File: src/rtl/el2_pkg.sv
// ============================================================================
// Module   : el2_pkg
// Purpose  : Shared types and constants for the ICCM scrub controller.
// Contents : el2_iccm_scrub_state_e - scrubber FSM state encoding
//            ICCM_SCRUB_WR_SIZE     - access size used by every scrub access
//            ICCM_SCRUB_ADDR_STEP   - pointer step per line, in [*:1] units
// Revision : 1.0 - initial release
// ============================================================================
`default_nettype none

package el2_pkg;

    typedef enum logic [2:0] {
        IDLE     = 3'd0,
        WAIT     = 3'd1,
        SCRUB_RD = 3'd2,
        CHECK    = 3'd3,
        SCRUB_WB = 3'd4
    } el2_iccm_scrub_state_e;

    // Full 64-bit line access.
    localparam logic [2:0] ICCM_SCRUB_WR_SIZE   = 3'b011;
    // 8 bytes expressed in half-word address units (addresses are [*:1]).
    localparam logic [2:0] ICCM_SCRUB_ADDR_STEP = 3'd4;

endpackage

`default_nettype wire

File: src/rtl/el2_iccm_scrub_mux.sv
// ============================================================================
// Module   : el2_iccm_scrub_mux
// Purpose  : Combinational ICCM port mux. The primary requester always owns
//            the port when it asserts a read or write; otherwise the scrub
//            engine's access (if any) is driven. Also flags a primary write
//            that lands on the line the scrubber currently holds.
// Ports    : pri_*_i     - primary request (fetch/DMA mux)
//            scrub_*_i   - scrub engine request
//            pri_req_o   - primary owns the port this cycle
//            hazard_o    - primary write to the scrub line
//            iccm_*_o    - ICCM port
// Revision : 1.0 - initial release
// ============================================================================
`default_nettype none

module el2_iccm_scrub_mux
    import el2_pkg::*;
#(
    parameter int ICCM_BITS = 16
) (
    input  logic                 pri_rden_i,
    input  logic                 pri_wren_i,
    input  logic [ICCM_BITS-1:1] pri_addr_i,
    input  logic [2:0]           pri_wr_size_i,
    input  logic [77:0]          pri_wr_data_i,
    input  logic                 scrub_rden_i,
    input  logic                 scrub_wren_i,
    input  logic [ICCM_BITS-1:1] scrub_addr_i,
    input  logic [77:0]          scrub_wr_data_i,
    output logic                 pri_req_o,
    output logic                 hazard_o,
    output logic                 iccm_rden_o,
    output logic                 iccm_wren_o,
    output logic [ICCM_BITS-1:1] iccm_rw_addr_o,
    output logic [2:0]           iccm_wr_size_o,
    output logic [77:0]          iccm_wr_data_o
);

    assign pri_req_o = pri_rden_i | pri_wren_i;

    // Line compare ignores addr[2:1]: any write inside the 8-byte line
    // makes a held corrected copy stale.
    assign hazard_o = pri_wren_i &&
                      (pri_addr_i[ICCM_BITS-1:3] == scrub_addr_i[ICCM_BITS-1:3]);

    always_comb begin
        iccm_rden_o    = 1'b0;
        iccm_wren_o    = 1'b0;
        iccm_rw_addr_o = '0;
        iccm_wr_size_o = '0;
        iccm_wr_data_o = '0;
        if (pri_req_o) begin
            iccm_rden_o    = pri_rden_i;
            iccm_wren_o    = pri_wren_i;
            iccm_rw_addr_o = pri_addr_i;
            iccm_wr_size_o = pri_wr_size_i;
            iccm_wr_data_o = pri_wr_data_i;
        end else if (scrub_rden_i || scrub_wren_i) begin
            iccm_rden_o    = scrub_rden_i;
            iccm_wren_o    = scrub_wren_i;
            iccm_rw_addr_o = scrub_addr_i;
            iccm_wr_size_o = ICCM_SCRUB_WR_SIZE;
            iccm_wr_data_o = scrub_wren_i ? scrub_wr_data_i : '0;
        end
    end

endmodule

`default_nettype wire

File: src/rtl/el2_ifu_iccm_scrub_ctrl.sv
// ============================================================================
// Module   : el2_ifu_iccm_scrub_ctrl
// Purpose  : Background ECC scrubber and arbiter for the ICCM port. Walks
//            every 64-bit line in idle cycles, reads it, checks the external
//            ECC result one cycle later and writes back corrected data on
//            single-bit errors. The primary requester always wins the port.
// Ports    : clk/rst          - clock, async active-high reset
//            scrub_en/interval- enable and idle cycles between scrub reads
//            pri_*            - primary request
//            iccm_*           - ICCM port
//            ecc_*            - checker result for last cycle's read
//            scrub_busy/db_*/pass_done/sb_count - status
// Config   : RV_ICCM_SCRUB_STATS_EN - when defined, scrub_sb_count is a
//            16-bit saturating count of corrected lines; otherwise tied 0.
// Revision : 1.0 - initial release
// ============================================================================
`default_nettype none

module el2_ifu_iccm_scrub_ctrl
    import el2_pkg::*;
#(
    parameter int ICCM_BITS  = 16,
    parameter int INTERVAL_W = 16
) (
    input  logic                  clk,
    input  logic                  rst,
    input  logic                  scrub_en,
    input  logic [INTERVAL_W-1:0] scrub_interval,
    input  logic                  pri_rden,
    input  logic                  pri_wren,
    input  logic [ICCM_BITS-1:1]  pri_addr,
    input  logic [2:0]            pri_wr_size,
    input  logic [77:0]           pri_wr_data,
    output logic                  iccm_rden,
    output logic                  iccm_wren,
    output logic [ICCM_BITS-1:1]  iccm_rw_addr,
    output logic [2:0]            iccm_wr_size,
    output logic [77:0]           iccm_wr_data,
    input  logic                  ecc_sb_err,
    input  logic                  ecc_db_err,
    input  logic [77:0]           ecc_corr_data,
    output logic                  scrub_busy,
    output logic                  scrub_db_pulse,
    output logic [ICCM_BITS-1:1]  scrub_db_addr,
    output logic                  scrub_pass_done,
    output logic [15:0]           scrub_sb_count
);

    localparam int AW = ICCM_BITS - 1;

    el2_iccm_scrub_state_e state_q, state_d;

    logic [ICCM_BITS-1:1]  ptr_q;
    logic [INTERVAL_W-1:0] cnt_q;
    logic [77:0]           hold_q;
    logic [ICCM_BITS-1:1]  db_addr_q;

    logic pri_req, hazard;
    logic scrub_rd, scrub_wr, advance, capture, load_cnt, dec_cnt, cnt_inc;

    el2_iccm_scrub_mux #(.ICCM_BITS(ICCM_BITS)) u_mux (
        .pri_rden_i      (pri_rden),
        .pri_wren_i      (pri_wren),
        .pri_addr_i      (pri_addr),
        .pri_wr_size_i   (pri_wr_size),
        .pri_wr_data_i   (pri_wr_data),
        .scrub_rden_i    (scrub_rd),
        .scrub_wren_i    (scrub_wr),
        .scrub_addr_i    (ptr_q),
        .scrub_wr_data_i (hold_q),
        .pri_req_o       (pri_req),
        .hazard_o        (hazard),
        .iccm_rden_o     (iccm_rden),
        .iccm_wren_o     (iccm_wren),
        .iccm_rw_addr_o  (iccm_rw_addr),
        .iccm_wr_size_o  (iccm_wr_size),
        .iccm_wr_data_o  (iccm_wr_data)
    );

    // ---------------- state register ----------------
    always_ff @(posedge clk or posedge rst) begin
        if (rst) state_q <= IDLE;
        else     state_q <= state_d;
    end

    // ---------------- next-state logic ----------------
    always_comb begin
        state_d = state_q;
        case (state_q)
            IDLE:     if (scrub_en) state_d = WAIT;
            WAIT: begin
                if (!scrub_en)
                    state_d = IDLE;
                // The idle cycle that drains the counter to zero is the last
                // one needed, so the read follows directly.
                else if ((cnt_q == '0) || ((cnt_q == INTERVAL_W'(1)) && !pri_req))
                    state_d = SCRUB_RD;
            end
            SCRUB_RD: begin
                if (!scrub_en)     state_d = IDLE;
                else if (!pri_req) state_d = CHECK;
            end
            CHECK: begin
                if (hazard)                         state_d = scrub_en ? SCRUB_RD : IDLE;
                else if (ecc_db_err || !ecc_sb_err) state_d = scrub_en ? WAIT : IDLE;
                else                                state_d = SCRUB_WB;
            end
            SCRUB_WB: begin
                if (hazard)        state_d = scrub_en ? SCRUB_RD : IDLE;
                else if (!pri_req) state_d = scrub_en ? WAIT : IDLE;
            end
            default:  state_d = IDLE;
        endcase
    end

    // ---------------- output / datapath control ----------------
    always_comb begin
        scrub_rd       = 1'b0;
        scrub_wr       = 1'b0;
        advance        = 1'b0;
        capture        = 1'b0;
        load_cnt       = 1'b0;
        dec_cnt        = 1'b0;
        cnt_inc        = 1'b0;
        scrub_db_pulse = 1'b0;
        case (state_q)
            IDLE:     load_cnt = scrub_en;
            WAIT:     dec_cnt  = scrub_en && !pri_req;
            SCRUB_RD: begin
                if (scrub_en && !pri_req) begin
                    scrub_rd = 1'b1;
                    load_cnt = 1'b1;
                end
            end
            CHECK: begin
                // The check cycle itself counts as an idle gap cycle.
                dec_cnt = !pri_req;
                if (!hazard) begin
                    if (ecc_db_err) begin
                        scrub_db_pulse = 1'b1;
                        advance        = 1'b1;
                    end else if (ecc_sb_err) begin
                        capture = 1'b1;
                    end else begin
                        advance = 1'b1;
                    end
                end
            end
            SCRUB_WB: begin
                // A hazard implies a primary write, so no write-back issues.
                if (!pri_req) begin
                    scrub_wr = 1'b1;
                    advance  = 1'b1;
                    cnt_inc  = 1'b1;
                end
            end
            default: ;
        endcase
    end

    assign scrub_busy      = (state_q == SCRUB_RD) || (state_q == CHECK) || (state_q == SCRUB_WB);
    assign scrub_pass_done = advance && (ptr_q[ICCM_BITS-1:3] == '1);
    assign scrub_db_addr   = db_addr_q;

    // ---------------- pointer, interval counter, holding registers ----------------
    always_ff @(posedge clk or posedge rst) begin
        if (rst) begin
            ptr_q     <= '0;
            cnt_q     <= '0;
            hold_q    <= '0;
            db_addr_q <= '0;
        end else begin
            if (advance)
                ptr_q <= ptr_q + AW'(ICCM_SCRUB_ADDR_STEP);
            if (load_cnt)
                cnt_q <= scrub_interval;
            else if (dec_cnt && (cnt_q != '0))
                cnt_q <= cnt_q - INTERVAL_W'(1);
            if (capture)
                hold_q <= ecc_corr_data;
            if (scrub_db_pulse)
                db_addr_q <= ptr_q;
        end
    end

`ifdef RV_ICCM_SCRUB_STATS_EN
    logic [15:0] sb_cnt_q;

    always_ff @(posedge clk or posedge rst) begin
        if (rst)
            sb_cnt_q <= '0;
        else if (cnt_inc && (sb_cnt_q != 16'hFFFF))
            sb_cnt_q <= sb_cnt_q + 16'd1;
    end

    assign scrub_sb_count = sb_cnt_q;
`else
    logic cnt_inc_unused;
    assign cnt_inc_unused = cnt_inc;
    assign scrub_sb_count = '0;
`endif

endmodule

`default_nettype wire

File: config.mk
export PLATFORM = sky130hd
export DESIGN_NAME = el2_ifu_iccm_scrub_ctrl
export DESIGN_NICKNAME = d
export VERILOG_FILES = /design/src/rtl/el2_pkg.sv /design/src/rtl/el2_iccm_scrub_mux.sv /design/src/rtl/el2_ifu_iccm_scrub_ctrl.sv
export SDC_FILE = /design/constraint.sdc
export NUM_CORES = 1
export LEC_CHECK = 0
export CORE_MARGIN = 5
export CORE_UTILIZATION = 38
export DETAILED_ROUTE_END_ITERATION = 10
export GPL_ROUTABILITY_DRIVEN = 0
export GPL_TIMING_DRIVEN = 0
export PLACE_DENSITY = 0.85
export SLEW_MARGIN = 25
export SYNTH_ARGS = -nofsm -noshare
export SYNTH_HDL_FRONTEND = slang
export SYNTH_SLANG_ARGS = --single-unit
export TNS_END_PERCENT = 20
File: constraint.sdc
create_clock -name clk -period 3.8 [get_ports clk]
set_clock_uncertainty 0.2 [all_clocks]
set_input_delay 0.38 -clock clk [delete_from_list [all_inputs] [get_ports clk]]
set_output_delay 0.38 -clock clk [all_outputs]
set_load 0.02 [all_outputs]
---- Word level (Yosys, flattened, before mapping) ----
Index checks and enable logic that the tools add are counted.
storage, ports and cells
  bits in registers ....................... 127
  bits in latches ......................... 0
  RAM bits ................................ 0
  logic and storage cells ................. 78
  input port bits ......................... 197
  memory bits (read-only) ................. 0
  output and inout bits ................... 132
  memories kept ........................... 0
cells by class
  shift-type cells ........................ 0
  mux-type cells .......................... 42
  add/subtract/negate cells ............... 2
  reduce and logical (&&, ||, !) cells .... 17
  multiply operators ...................... 0
  bitwise operators ....................... 1
  $lt $le $gt $ge ......................... 0
  divide/modulo/power cells ............... 0
  equality and inequality tests ........... 11
operator list
  kind                                                 number
  2-to-1 mux 78 bit                                    3
  2-to-1 mux 16 bit                                    2
  2-to-1 mux 15 bit                                    2
  2-to-1 mux 3 bit                                     10
  2-to-1 mux 1 bit                                     19
  == test 16 x 1 -> 1 bit (second input constant)      1
  logical NOT 16 bit                                   1
  nonzero test 16 bit                                  1
  subtractor 16 x 1 -> 16 bit (second input constant)  1
  adder 15 x 3 -> 15 bit (second input constant)       1
  one-hot mux 3 bit (5 select lines)                   1
  == test 13 bit                                       1
  == test 13 bit (second input constant)               1
  != test 3 bit (second input constant)                3
  == test 3 x 2 -> 1 bit (second input constant)       2
  one-hot mux 1 bit (2 select lines)                   3
  logical AND 1 bit                                    5
  logical OR 1 bit                                     5
  2-to-1 mux 2 bit                                     2
  AND reduction 4 bit                                  1
  == test 3 x 1 -> 1 bit (second input constant)       1
  == test 3 bit (second input constant)                1
  logical NOT 3 bit                                    1
  logical NOT 1 bit                                    2
  3 further kinds                                      3

---- Depth between registers and ports, before layout ----
Gate-level depths: netlist of the first run.
  depth in word-level cells ............... 8
  mapped depth ............................ 9
  mapped depth without buffers ............ 7

---- Modules after synthesis ----
A second synthesis of the first run with hierarchy kept.
second synthesis, totals
  cell total of the unflattened synthesis .. 748
  area total of the unflattened synthesis .. 7006.7 um2
by module, submodules not included
  module                   area an instance (um2)  times used  cells an instance  sequential area each (um2)
  el2_ifu_iccm_scrub_ctrl  5486.5                  1           441                3078.0
  el2_iccm_scrub_mux       1520.2                  1           307                0.0

---- Worst setup path before layout of the first run ----
Ideal clock, no wire load.
  path kind ............................... reg2out
  start ................................... reg state_q[0]
  end ..................................... out scrub_pass_done
  slack ................................... 998 ps
  buffers on the path ..................... 2
  arrival time ............................ 2222 ps
  data required time ...................... 3220 ps
  stages on the path, launching flop included .. 7
  path through ............................ dfrtp_1 > clkbuf_1 > or3b_2 > o22ai_1 > o41ai_2 > buf_2 > nor4_1
between the ends
  longest elaborated chain between the ends .. 3
  elaborated cells on any way between the ends .. 4
  those cells by class .................... eq/ne (2); mux (1); reduce/logical (1)
ends and longest elaborated chain
  what                                                            RTL line                        source
  from (decl)                                                     el2_ifu_iccm_scrub_ctrl.sv:51   el2_iccm_scrub_state_e state_q, state_d;
  from (signal assigned)                                          el2_ifu_iccm_scrub_ctrl.sv:83   else state_q <= state_d;
  == test 3 bit / == test 3 x 2 -> 1 bit (equally long branches)  el2_ifu_iccm_scrub_ctrl.sv:126  case (state_q)
  one-hot mux 1 bit (2 select lines) *                            el2_ifu_iccm_scrub_ctrl.sv:126
  logical AND 1 bit *                                             el2_ifu_iccm_scrub_ctrl.sv:162  assign scrub_pass_done = advance && (ptr_q[ICCM_BITS-1:3] == '1);
  to (decl)                                                       el2_ifu_iccm_scrub_ctrl.sv:45   output logic scrub_pass_done,
Every way passes the cells marked *; elsewhere a longest branch is shown, timed or not.

---- Final worst setup path of the first run ----
  start ................................... in pri_wren
  end ..................................... out iccm_wr_data[6]
between the ends
  longest elaborated chain between the ends .. 8
  elaborated cells on any way between the ends .. 11
  those cells by class .................... mux (7); bitwise (1); reduce/logical (3)
ends and longest elaborated chain
  what                 RTL line                        source
  from (decl)          el2_ifu_iccm_scrub_ctrl.sv:30   input logic pri_wren,
  bitwise OR 1 bit *   el2_iccm_scrub_mux.sv:39        assign pri_req_o = pri_rden_i | pri_wren_i;
  logical NOT 1 bit    n/a
  logical AND 1 bit    el2_ifu_iccm_scrub_ctrl.sv:130  if (scrub_en && !pri_req) begin
  2-to-1 mux 1 bit     el2_ifu_iccm_scrub_ctrl.sv:130
  2-to-1 mux 1 bit     el2_ifu_iccm_scrub_ctrl.sv:126
  logical OR 1 bit     el2_iccm_scrub_mux.sv:58        end else if (scrub_rden_i || scrub_wren_i) begin
  2-to-1 mux 78 bit    el2_iccm_scrub_mux.sv:58
  2-to-1 mux 78 bit *  el2_iccm_scrub_mux.sv:52        if (pri_req_o) begin
  to (decl)            el2_ifu_iccm_scrub_ctrl.sv:38   output logic [77:0] iccm_wr_data,
Marked as above.

==> impl_metrics.yaml, run 1 <==
timing:
  timing.final.max_slew_violations: 0
  hold_violations: 0
  timing.final.setup_violations: 0
  max_freq_ghz: 0.2738
  unrepaired_setup_endpoints_after_global_routing: "yes"
  slew-limit-headroom_pct: 53.20
  finalWorstPathRequiredPeriod_ps: 3653
  timing_worst_slew_pin_value_ps: 698.9
  timing.final.crit_share_pct: 96.12
  setup-tns-final_ps: 0
critical_path:
  critPathCaptureType: "output port"
  slowest_stage: "clkdlybuf4s50_1"
  critical_path_required_ps: 3220
  slowest_delay_ps: 640
  arrival_ps: 3070
  timing.reg2reg.setup_slack_ps: 1050
  cp_cell_sequence: "clkdlybuf4s50_1, or2_1, clkbuf_2, clkbuf_1, nand2_1, nand2_1, clkdlybuf4s50_1"
  cp_max_fo: 19
  cell_family_contributing_the_most_delay_on_the_critical_path: "buffers and inverters"
  critPathKind: "in2out"
  cp.buffers_inverters: 4
  critical_path.startpoint_type: "input port"
  worstReg2RegStart: "ptr_q[4]$_DFFE_PP0P_"
  startpoint: "pri_wren"
synth:
  netlist_top_cells_area: "dfrtp_1 44%, mux2_2 12%, nand2_1 9.7%"
  yosys.cell_count.top_type: "nand2_1"
  synth-seq-area-share_pct: 44.12
  syn_area_um2: 6977
  synth-edff-count: 0
  syn-mean-instance-area_um2: 9.531
  synthesis.yosys.warnings: 0
  yosys_register_bits: 123
  yosys.cell_types.count: 56
  postSynth.topFlopCell: "dfrtp_1"
  yosysTopAreaCell: "dfrtp_1"
  postSynthCellCount: 732
  synth_top_cell_area_share_pct: 44.12
  synth-async-reset-ratio_pct: 100.0
  synth.cells.most_frequent: "180 x nand2_1, 123 x dfrtp_1, 87 x nand3_1"
power:
  vdd_drop_max_v: 0.0003042
  switching_share_pct: 32.94
  leakage_power_of_the_design_nw: 4.852
  p_per_area_nw_per_um2: 560.7
  internal_power_mw: 4.187
  sequential_share_of_power_pct: 37.9
  combinationalPowerShare_pct: 35.9
  sw_pwr_mw: 2.056
  clock_power_share_pct: 26.2
routing:
  postRouteWirelength_um: 23850
  via_count: 6710
  post_drt_wl_per_cell_um: 18.02
  drt-pass1-iter-count: 6
  routed_via_density: 5.072
  postRouteAntennaNets: 0
  drc: 0
  drt-initial-drc-count: 279
die:
  core_area_um2: 18020
  chipHeight_um: 145.5
  initial_core_util_pct: 38.71
  io_pins: 329
  placement_rows: 49
  chipWidth_um: 145.5
  design.die.area_um2: 21170
clock_tree:
  ctsRootBufferMaster: "clkbuf_16"
  cts_tree: "done"
  cts_buffers: 17
  cts_sinks: 123
  clk_pin_slew_ps: 60
  h-tree-depth: 4
  cts_hold_buf: 0
  clk-insertion-delay-late_ps: 410
  clock_tree.buffer_depth: 2
grt:
  global_route.overflow_total: 0
  grt_pass1_wl_um: 38310
  grt_start_max_net_pins: 32
  grt_pass1_vias: 7161
  grt_util_all_layers_pct: 22.26
  initial_antenna_violation_count: 0
status:
  run_status: "complete, no violations"
placed_design:
  placement.cell_area_um2: 10520
  dp.final_hpwl_um: 18580
  buffer_ports.inserted: 310
cells_and_area:
  diodes: 0
  finish.net_count: 1282
  area_occupied_by_multi_input_gates_um2: 3585
  fin_area_um2: 11130
  area_delta_synth_final_pct: 59.59
  filler_cell_count: 1458
  drive_gt1_share_pct: 16.18
  register_area_um2: 3078
flow_run:
  cap_violations: 0
worst_hold_path:
  worstHoldPathType: "in2async"
area by class of cell:
type / instances / area share, %
buffer: 66 / 3.225
clock buffer: 21 / 4.045
clock inverter: 11 / 1.304
inverter: 9 / 0.3371
multi-input combinational: 550 / 32.19
sequential: 123 / 27.64
tap: 229 / 2.573
timing repair buffer: 314 / 28.68
registers in the layout, summed over array words and instances (netlist names):
| signal | cells |
|---|---|
| hold_q | 78 |
| cnt_q | 16 |
| ptr_q | 13 |
| scrub_db_addr | 13 |
| state_q | 3 |
power by group through the flow:
| stage | combinational (mW) | clock, mW | sequential (mW) |
|---|---|---|---|
| 6_report | 2.24 | 1.64 | 2.37 |
| 5_1_grt | 2.44 | 1.72 | 2.45 |
| 3_5_place_dp | 2.23 | 0 | 2.37 |
| 3_3_place_gp | 2.16 | 0 | 2.33 |
| 4_1_cts | 2.25 | 1.66 | 2.36 |
| 2_1_floorplan | 1.37 | 0 | 2.32 |
through the flow:
stage	util (%)	total power, mW	setup WS, ps	std cells	hold WS [ps]
3_3_place_gp	57.89	4.488	-607.4	1288	288.9
6_report	61.77	6.243	147.4	1323	116.9
5_1_grt	61.77	6.606	-3.513	1323	116.2
4_1_cts	61.75	6.276	87.15	1323	104.5
2_1_floorplan	-	3.694	997.5	749	280.2
3_5_place_dp	58.37	4.608	-630.7	1292	295.8
layout by cell type, fill, tap and decap left out, types with 3 or more instances in the layout:
| cell type | instances |
|---|---|
| or3_1 | 3 |
| nor2_1 | 13 |
| clkdlybuf4s50_1 | 309 |
| clkbuf_1 | 30 |
| o211ai_1 | 3 |
| dfrtp_1 | 123 |
| buf_6 | 3 |
| clkinvlp_4 | 4 |
| nor2b_1 | 3 |
| clkbuf_16 | 17 |
| a21oi_1 | 4 |
| buf_12 | 3 |
| a22o_1 | 13 |
| nand3_1 | 87 |
| bufinv_16 | 3 |
| inv_1 | 8 |
| ha_1 | 4 |
| and2_1 | 3 |
| clkinv_2 | 3 |
| nand2b_1 | 4 |
| nand4_1 | 5 |
| nand2_1 | 180 |
| nor4b_1 | 3 |
| xnor2_1 | 28 |
| buf_4 | 18 |
| o21ai_0 | 18 |
| nor3_1 | 9 |
| conb_1 | 18 |
| xor2_1 | 11 |
| nor4_1 | 14 |
| mux2_4 | 20 |
| mux2_2 | 73 |
| a21o_1 | 3 |
| clkbuf_2 | 4 |
| buf_2 | 13 |
cell families (layout without fill, tap and decap cells):
family | count (synthesis) | after routing | synth area share, %
XOR/XNOR | 40 | 40 | 5.129
buffers and inverters | 76 | 421 | 5.595
AO/OA/AOI/OAI | 52 | 52 | 5.291
flip-flops | 123 | 123 | 44.12
adder cells (fa/ha/maj) | 4 | 4 | 0.7174
multiplexers | 94 | 94 | 16.23
AND/OR/NAND/NOR | 342 | 342 | 22.87
other | 1 | 18 | 0.05375
final timing paths:
check                                                 to  depth (start not counted)
min reg2reg                scrub_db_addr[14]$_DFFE_PP0P_                          1
min                               hold_q[36]$_DFFE_PP0P_                          2
max in group asynchronous         hold_q[60]$_DFFE_PP0P_                          4
min in group clk           scrub_db_addr[14]$_DFFE_PP0P_                          1
max                                      iccm_wr_data[6]                          7
max reg2reg                       hold_q[73]$_DFFE_PP0P_                          7
what timing repair did:
action | 4_1_cts | 5_1_grt
setup endpoints to repair | 42 | 8
buffers inserted | 0 | 0
resized for setup | 6 | 5
layer usage:
layer  wire length (um)  vias to the layer above  track usage (%)
met4                734                        0            8.909
met3               1491                       52            5.170
met2              11970                      279            38.49
met1               9653                     3192            26.78
li1                   -                     3187                -
met5                  0                        -                0
(Power assumes the default switching activity.)
==> run 2: changes to the inputs <==
CORE_ASPECT_RATIO = 0.75   (was default)
SLEW_MARGIN = default   (was 25)
SYNTH_HIERARCHICAL = 1   (was default)
==> run 2 against run 1 <==
Compared with the run above:
- non-clock buffer count is 2 lower
- first-iteration DRC count is 90% higher
- count of clock-buffer cells in the layout is 2 lower
- synthesized cell count is 2.2% higher
- hold slack better by 56 ps
- die area is 0.53% higher
- sequential power is 39% lower
- clock power hardly changed
- fmax is 2.3% lower
- worst setup slack worse by 87 ps
- largest cell class unchanged
- largest power group is now the clock network
==> impl_metrics.yaml, run 2 <==
status:
  run_status: "complete, no violations"
die:
  chipWidth_um: 166.8
  core_area_um2: 18290
  placement_rows: 43
  io_pins: 329
  initial_core_util_pct: 38.30
  chipHeight_um: 127.6
  design.die.area_um2: 21280
clock_tree:
  clk-insertion-delay-late_ps: 410
  clock_tree.buffer_depth: 2
  clk_pin_slew_ps: 60
  h-tree-depth: 4
  cts_hold_buf: 0
  ctsRootBufferMaster: "clkbuf_16"
  cts_sinks: 123
  cts_tree: "done"
  cts_buffers: 17
timing:
  unrepaired_setup_endpoints_after_global_routing: "yes"
  slew-limit-headroom_pct: 46.90
  max_freq_ghz: 0.2674
  timing.final.setup_violations: 0
  timing_worst_slew_pin_value_ps: 790.4
  setup-tns-final_ps: 0
  hold_violations: 0
  timing.final.max_slew_violations: 0
  finalWorstPathRequiredPeriod_ps: 3740
  timing.final.crit_share_pct: 98.42
synth:
  synth-edff-count: 0
  synth-seq-area-share_pct: 43.93
  yosys_register_bits: 123
  postSynth.topFlopCell: "dfrtp_1"
  synth_top_cell_area_share_pct: 43.93
  syn_area_um2: 7007
  yosys.cell_count.top_type: "nand2_1"
  synth-async-reset-ratio_pct: 100.0
  synthesis.yosys.warnings: 6
  syn-mean-instance-area_um2: 9.367
  postSynthCellCount: 748
  synth.cells.most_frequent: "181 x nand2_1, 123 x dfrtp_1, 90 x mux2_2"
  yosysTopAreaCell: "dfrtp_1"
  netlist_top_cells_area: "dfrtp_1 44%, mux2_2 14%, nand2_1 9.7%"
  yosys.cell_types.count: 57
routing:
  routed_via_density: 5.188
  postRouteAntennaNets: 0
  drt-initial-drc-count: 529
  drt-pass1-iter-count: 5
  via_count: 7050
  post_drt_wl_per_cell_um: 18.38
  postRouteWirelength_um: 24980
  drc: 0
critical_path:
  critical_path_required_ps: 3220
  crit-reg2reg-capture: "hold_q[76]$_DFFE_PP0P_"
  cpMostUsedCell: "buf_6"
  arrival_ps: 3160
  critical_path.startpoint_type: "input port"
  critPathCaptureType: "output port"
  worstSetupEndpoint: "iccm_wr_data[58]"
  slowest_stage: "clkdlybuf4s50_1"
  worstReg2RegStart: "ptr_q[12]$_DFFE_PP0P_"
  slowest_delay_ps: 470
  timing.reg2reg.worst_path_depth: 8
  startpoint: "pri_wren"
  cp_max_fo: 17
  timing.reg2reg.setup_slack_ps: 420
  cp_cell_sequence: "clkdlybuf4s50_1, or2_1, buf_6, buf_6, buf_4, nor4b_4, buf_6, buf_4, clkbuf_8, nand2_1, o21ai_1, clkdlybuf4s15_2"
  critPathKind: "in2out"
cells_and_area:
  commonest_cells_after_routing_fill_and_taps_aside: "215 x clkdlybuf4s50_1, 180 x nand2_1, 123 x dfrtp_1"
  diodes: 0
  top_regs: "hold_q: 78 flops, cnt_q: 16 flops"
  filler_cell_count: 1586
  area_occupied_by_multi_input_gates_um2: 3593
  mostFrequentLayoutCell: "clkdlybuf4s50_1"
  largest-register: "hold_q"
  largest_reg_flops: 78
  drive_gt1_share_pct: 18.79
  finish.net_count: 1300
  area_delta_synth_final_pct: 57.66
  postLayoutCoreUtil_pct: 60.39
  register_area_um2: 3078
grt:
  initial_antenna_violation_count: 0
  grt_pass1_wl_um: 37650
  grt_start_max_net_pins: 41
  grt_pass1_vias: 6979
  global_route.overflow_total: 0
  grt_util_all_layers_pct: 22.34
power:
  leakage_power_of_the_design_nw: 5.054
  report.power.total_mw: 3.837
  vdd_drop_max_v: 0.0002992
  p_per_area_nw_per_um2: 347.4
placed_design:
  dp.final_hpwl_um: 19370
  buffer_ports.inserted: 310
flow_run:
  cap_violations: 0
worst_hold_path:
  worstHoldPathType: "in2async"
## run 2: metrics by stage
stage	hold WS [ps]	instances	cell area (um2)	setup slack [ps]
floorplan	279.8	767	7082	697.2
global placement	267.3	1324	10490	-1022
detailed placement	284.0	1327	10550	-1113
CTS	171.3	1358	11110	-188.0
global route	184.8	1359	11050	-39.69
finish	173.4	1359	11050	60.03
## run 2: cell type report
type	instances	share of cell area, %
tap	247	2.798
clock buffer	19	4.010
buffer	63	3.885
inverter	10	0.3738
sequential	123	27.86
clock inverter	12	1.348
timing repair buffer	315	27.19
multi-input combinational	570	32.53
## run 2: how the worst min path moves through the flow
stage	endpoint	from
after floorplan	hold_q[61]$_DFFE_PP0P_	hold_q[61]$_DFFE_PP0P_
after global placement	scrub_db_addr[15]$_DFFE_PP0P_	scrub_db_addr[15]$_DFFE_PP0P_
after detailed placement	scrub_db_addr[15]$_DFFE_PP0P_	scrub_db_addr[15]$_DFFE_PP0P_
after CTS	ptr_q[15]$_DFFE_PP0P_	rst
after global routing	ptr_q[13]$_DFFE_PP0P_	rst
final	ptr_q[15]$_DFFE_PP0P_	rst
## run 2: metal layers
metal	vias up	GRT usage (%)	wire length, um
met2	296	36.58	11760
met4	0	6.013	426
li1	3292	-	-
met1	3433	29.57	10970
met3	29	5.939	1818
met5	-	0	0
## run 2: worst max-delay path: cells and delay by family
kind                   cells  cell delay [ps]
AOI/OAI and AO/OA          1              130
buffers and inverters      8             1890
and+or+nand+nor            3              710
## run 2: kinds of logic (layout without fill, tap and decap cells)
kind of cell / after synthesis / count (layout) / share of synthesized area, %
buf+inv: 74 / 419 / 6.268
xor+xnor: 25 / 25 / 3.125
fa+ha+maj: 3 / 3 / 0.5358
compound gates: 142 / 142 / 12.23
simple gates: 290 / 290 / 19.39
flops: 123 / 123 / 43.93
other cells: 1 / 20 / 0.05352
mux: 90 / 90 / 14.46
## run 2: what timing repair did
| action | CTS | global route |
|---|---|---|
| setup endpoints to repair | 96 | 36 |
| gates cloned | 0 | 0 |
| gates resized for setup | 120 | 54 |
| pin swaps | 1 | 1 |
| buffers inserted | 1 | 1 |
## run 2: report_power, final
| part | total (mW) | switching [mW] | internal (mW) |
|---|---|---|---|
| Combinational | 0.747 | 0.363 | 0.384 |
| Sequential | 1.45 | 0.0796 | 1.37 |
| Clock | 1.64 | 0.594 | 1.04 |
| Total | 3.84 | 1.04 | 2.80 |
==> run 3: changes to the inputs <==
CORE_UTILIZATION = 50   (was 38)
DONT_BUFFER_PORTS = 1   (was default)
PLACE_DENSITY = 0.75   (was 0.85)
==> run 3 against run 2 <==
Compared with the run above:
- global-route usage up 4.8 points
- first-iteration DRC count down 29%
- wire length fell by 7.6%
- non-clock buffer count decreased by 215
- critical path type unchanged
==> impl_metrics.yaml, run 3 (synthesis results as in run 2) <==
routing:
  via_count: 6334
  post_drt_wl_per_cell_um: 21.50
  drt-initial-drc-count: 373
  drt-pass1-iter-count: 6
  postRouteWirelength_um: 23070
  routed_via_density: 5.903
  drc: 0
  postRouteAntennaNets: 0
critical_path:
  arrival_ps: 3090
  critPathKind: "in2out"
  worstReg2RegStart: "ptr_q[10]$_DFFE_PP0P_"
  critical_path.startpoint_type: "input port"
  crit-reg2reg-capture: "hold_q[10]$_DFFE_PP0P_"
  cp_max_fo: 17
  critPathCaptureType: "output port"
  critical_path_required_ps: 3220
  timing.reg2reg.worst_path_depth: 8
  timing.reg2reg.setup_slack_ps: 530
grt:
  grt_pass1_vias: 6491
  initial_antenna_violation_count: 0
  grt_util_all_layers_pct: 27.14
  grt_start_max_net_pins: 44
  global_route.overflow_total: 0
  grt_pass1_wl_um: 35420
clock_tree:
  cts_buffers: 17
  cts_tree: "done"
  clock_tree.buffer_depth: 2
  clk_pin_slew_ps: 50
  h-tree-depth: 4
  ctsRootBufferMaster: "clkbuf_16"
  clk-insertion-delay-late_ps: 410
  cts_sinks: 123
power:
  report.power.total_mw: 3.704
  leakage_power_of_the_design_nw: 4.064
  p_per_area_nw_per_um2: 412.4
  vdd_drop_max_v: 0.0003680
placed_design:
  dp.final_hpwl_um: 16280
  placement.cell_area_um2: 7361
  placed_cells: 945
  buffer_ports.inserted: 0
worst_hold_path:
  min_path_cells: 2
  worstHoldPathType: "in2reg"
  whs_endpoint: "state_q[0]$_DFFE_PP0P_"
  hp-start: "scrub_en"
cells_and_area:
  filler_cell_count: 1008
  drive_gt1_share_pct: 19.93
  commonest_cells_after_routing_fill_and_taps_aside: "181 x nand2_1, 123 x dfrtp_1, 96 x dlygate4sd3_1"
  area_delta_synth_final_pct: 28.20
  mostFrequentLayoutCell: "nand2_1"
  fin_area_um2: 8982
  top_regs: "hold_q: 78 flops, cnt_q: 16 flops"
  largest_reg_flops: 78
  diodes: 0
  layout.cells.non_filler: 1073
  finish.net_count: 1085
  largest-register: "hold_q"
die:
  chipHeight_um: 112.5
  chipWidth_um: 146.7
  placement_rows: 37
  initial_core_util_pct: 50.96
  design.die.area_um2: 16510
  core_area_um2: 13750
  io_pins: 329
timing:
  worst_hold_check_slack_ps: 82.56
  hold_violations: 0
  timing_worst_slew_pin_value_ps: 838.7
  setup-tns-final_ps: 0
  unrepaired_setup_endpoints_after_global_routing: "no"
  timing.final.max_slew_violations: 0
  timing.final.setup_violations: 0
  max_freq_ghz: 0.2727
  slew-limit-headroom_pct: 43.50
  finalWorstPathRequiredPeriod_ps: 3666
  timing.final.crit_share_pct: 96.49
status:
  run_status: "complete, no violations"
flow_run:
  cap_violations: 0
## run 3: changes by cell type in the layout (fill, tap and decap cells not counted), moves of 6 or more
cell / change
clkdlybuf4s50_1: -215
dlygate4sd3_1: +96
dlygate4sd2_1: -64
clkbuf_2: -24
clkbuf_1: +6
o21ai_0: -6
## run 3: per-layer routing
metal	global-route usage (%)	routed length (um)
met5	0	0
met4	10.84	641
met3	7.466	1896
met2	43.51	11070
met1	35.02	9464
## run 3: per-stage QoR
stage	worst slack (ps)	utilization [%]
after floorplan	697.2	-
after global placement	-168.7	53.10
after detailed placement	-194.1	53.54
after CTS	5.423	65.18
after global routing	40.13	65.33
final	133.5	65.33
## run 3: how the worst max path moves through the flow
stage	from	endpoint	slack [ps]
after global routing	pri_rden	iccm_wr_data[58]	40
after detailed placement	pri_rden	iccm_wr_data[67]	-190
final	pri_rden	iccm_wr_data[76]	130
after global placement	pri_rden	iccm_wr_data[62]	-170
after floorplan	pri_rden	iccm_wr_data[58]	700
after CTS	pri_rden	iccm_wr_data[76]	5
## run 3: critical path: stages
cell and delay (ps):
or2_1 260, buf_6 150, buf_6 150, buf_2 250, nor4b_2 360, buf_2 340
clkbuf_1 460, nand2_1 120, o21ai_0 590
## run 3: cell type report
| cell class | instances | area [um2] | area share, % |
|---|---|---|---|
| Buffer | 64 | 404.1 | 4.499 |
| Clock buffer | 20 | 456.7 | 5.084 |
| Sequential cell | 123 | 3078 | 34.27 |
| Tap cell | 175 | 219.0 | 2.438 |
| Clock inverter | 12 | 168.9 | 1.880 |
| Timing Repair Buffer | 99 | 1021 | 11.37 |
| Inverter | 10 | 41.29 | 0.4597 |
| Multi-Input combinational cell | 570 | 3593 | 40.01 |
## run 3: power breakdown
part	internal [mW]	switching, mW	total [mW]
Combinational	0.217	0.334	0.551
Sequential	1.38	0.0807	1.46
Clock	1.13	0.570	1.70
Total	2.72	0.984	3.70
## run 3: repair_timing
action                                  in CTS  in global routing
endpoints found under the setup margin      12                 28
gates resized for setup                      5                 10
endpoints found under the hold margin      123                  0
setup buffers                                0                  0
hold buffers                                96                  0
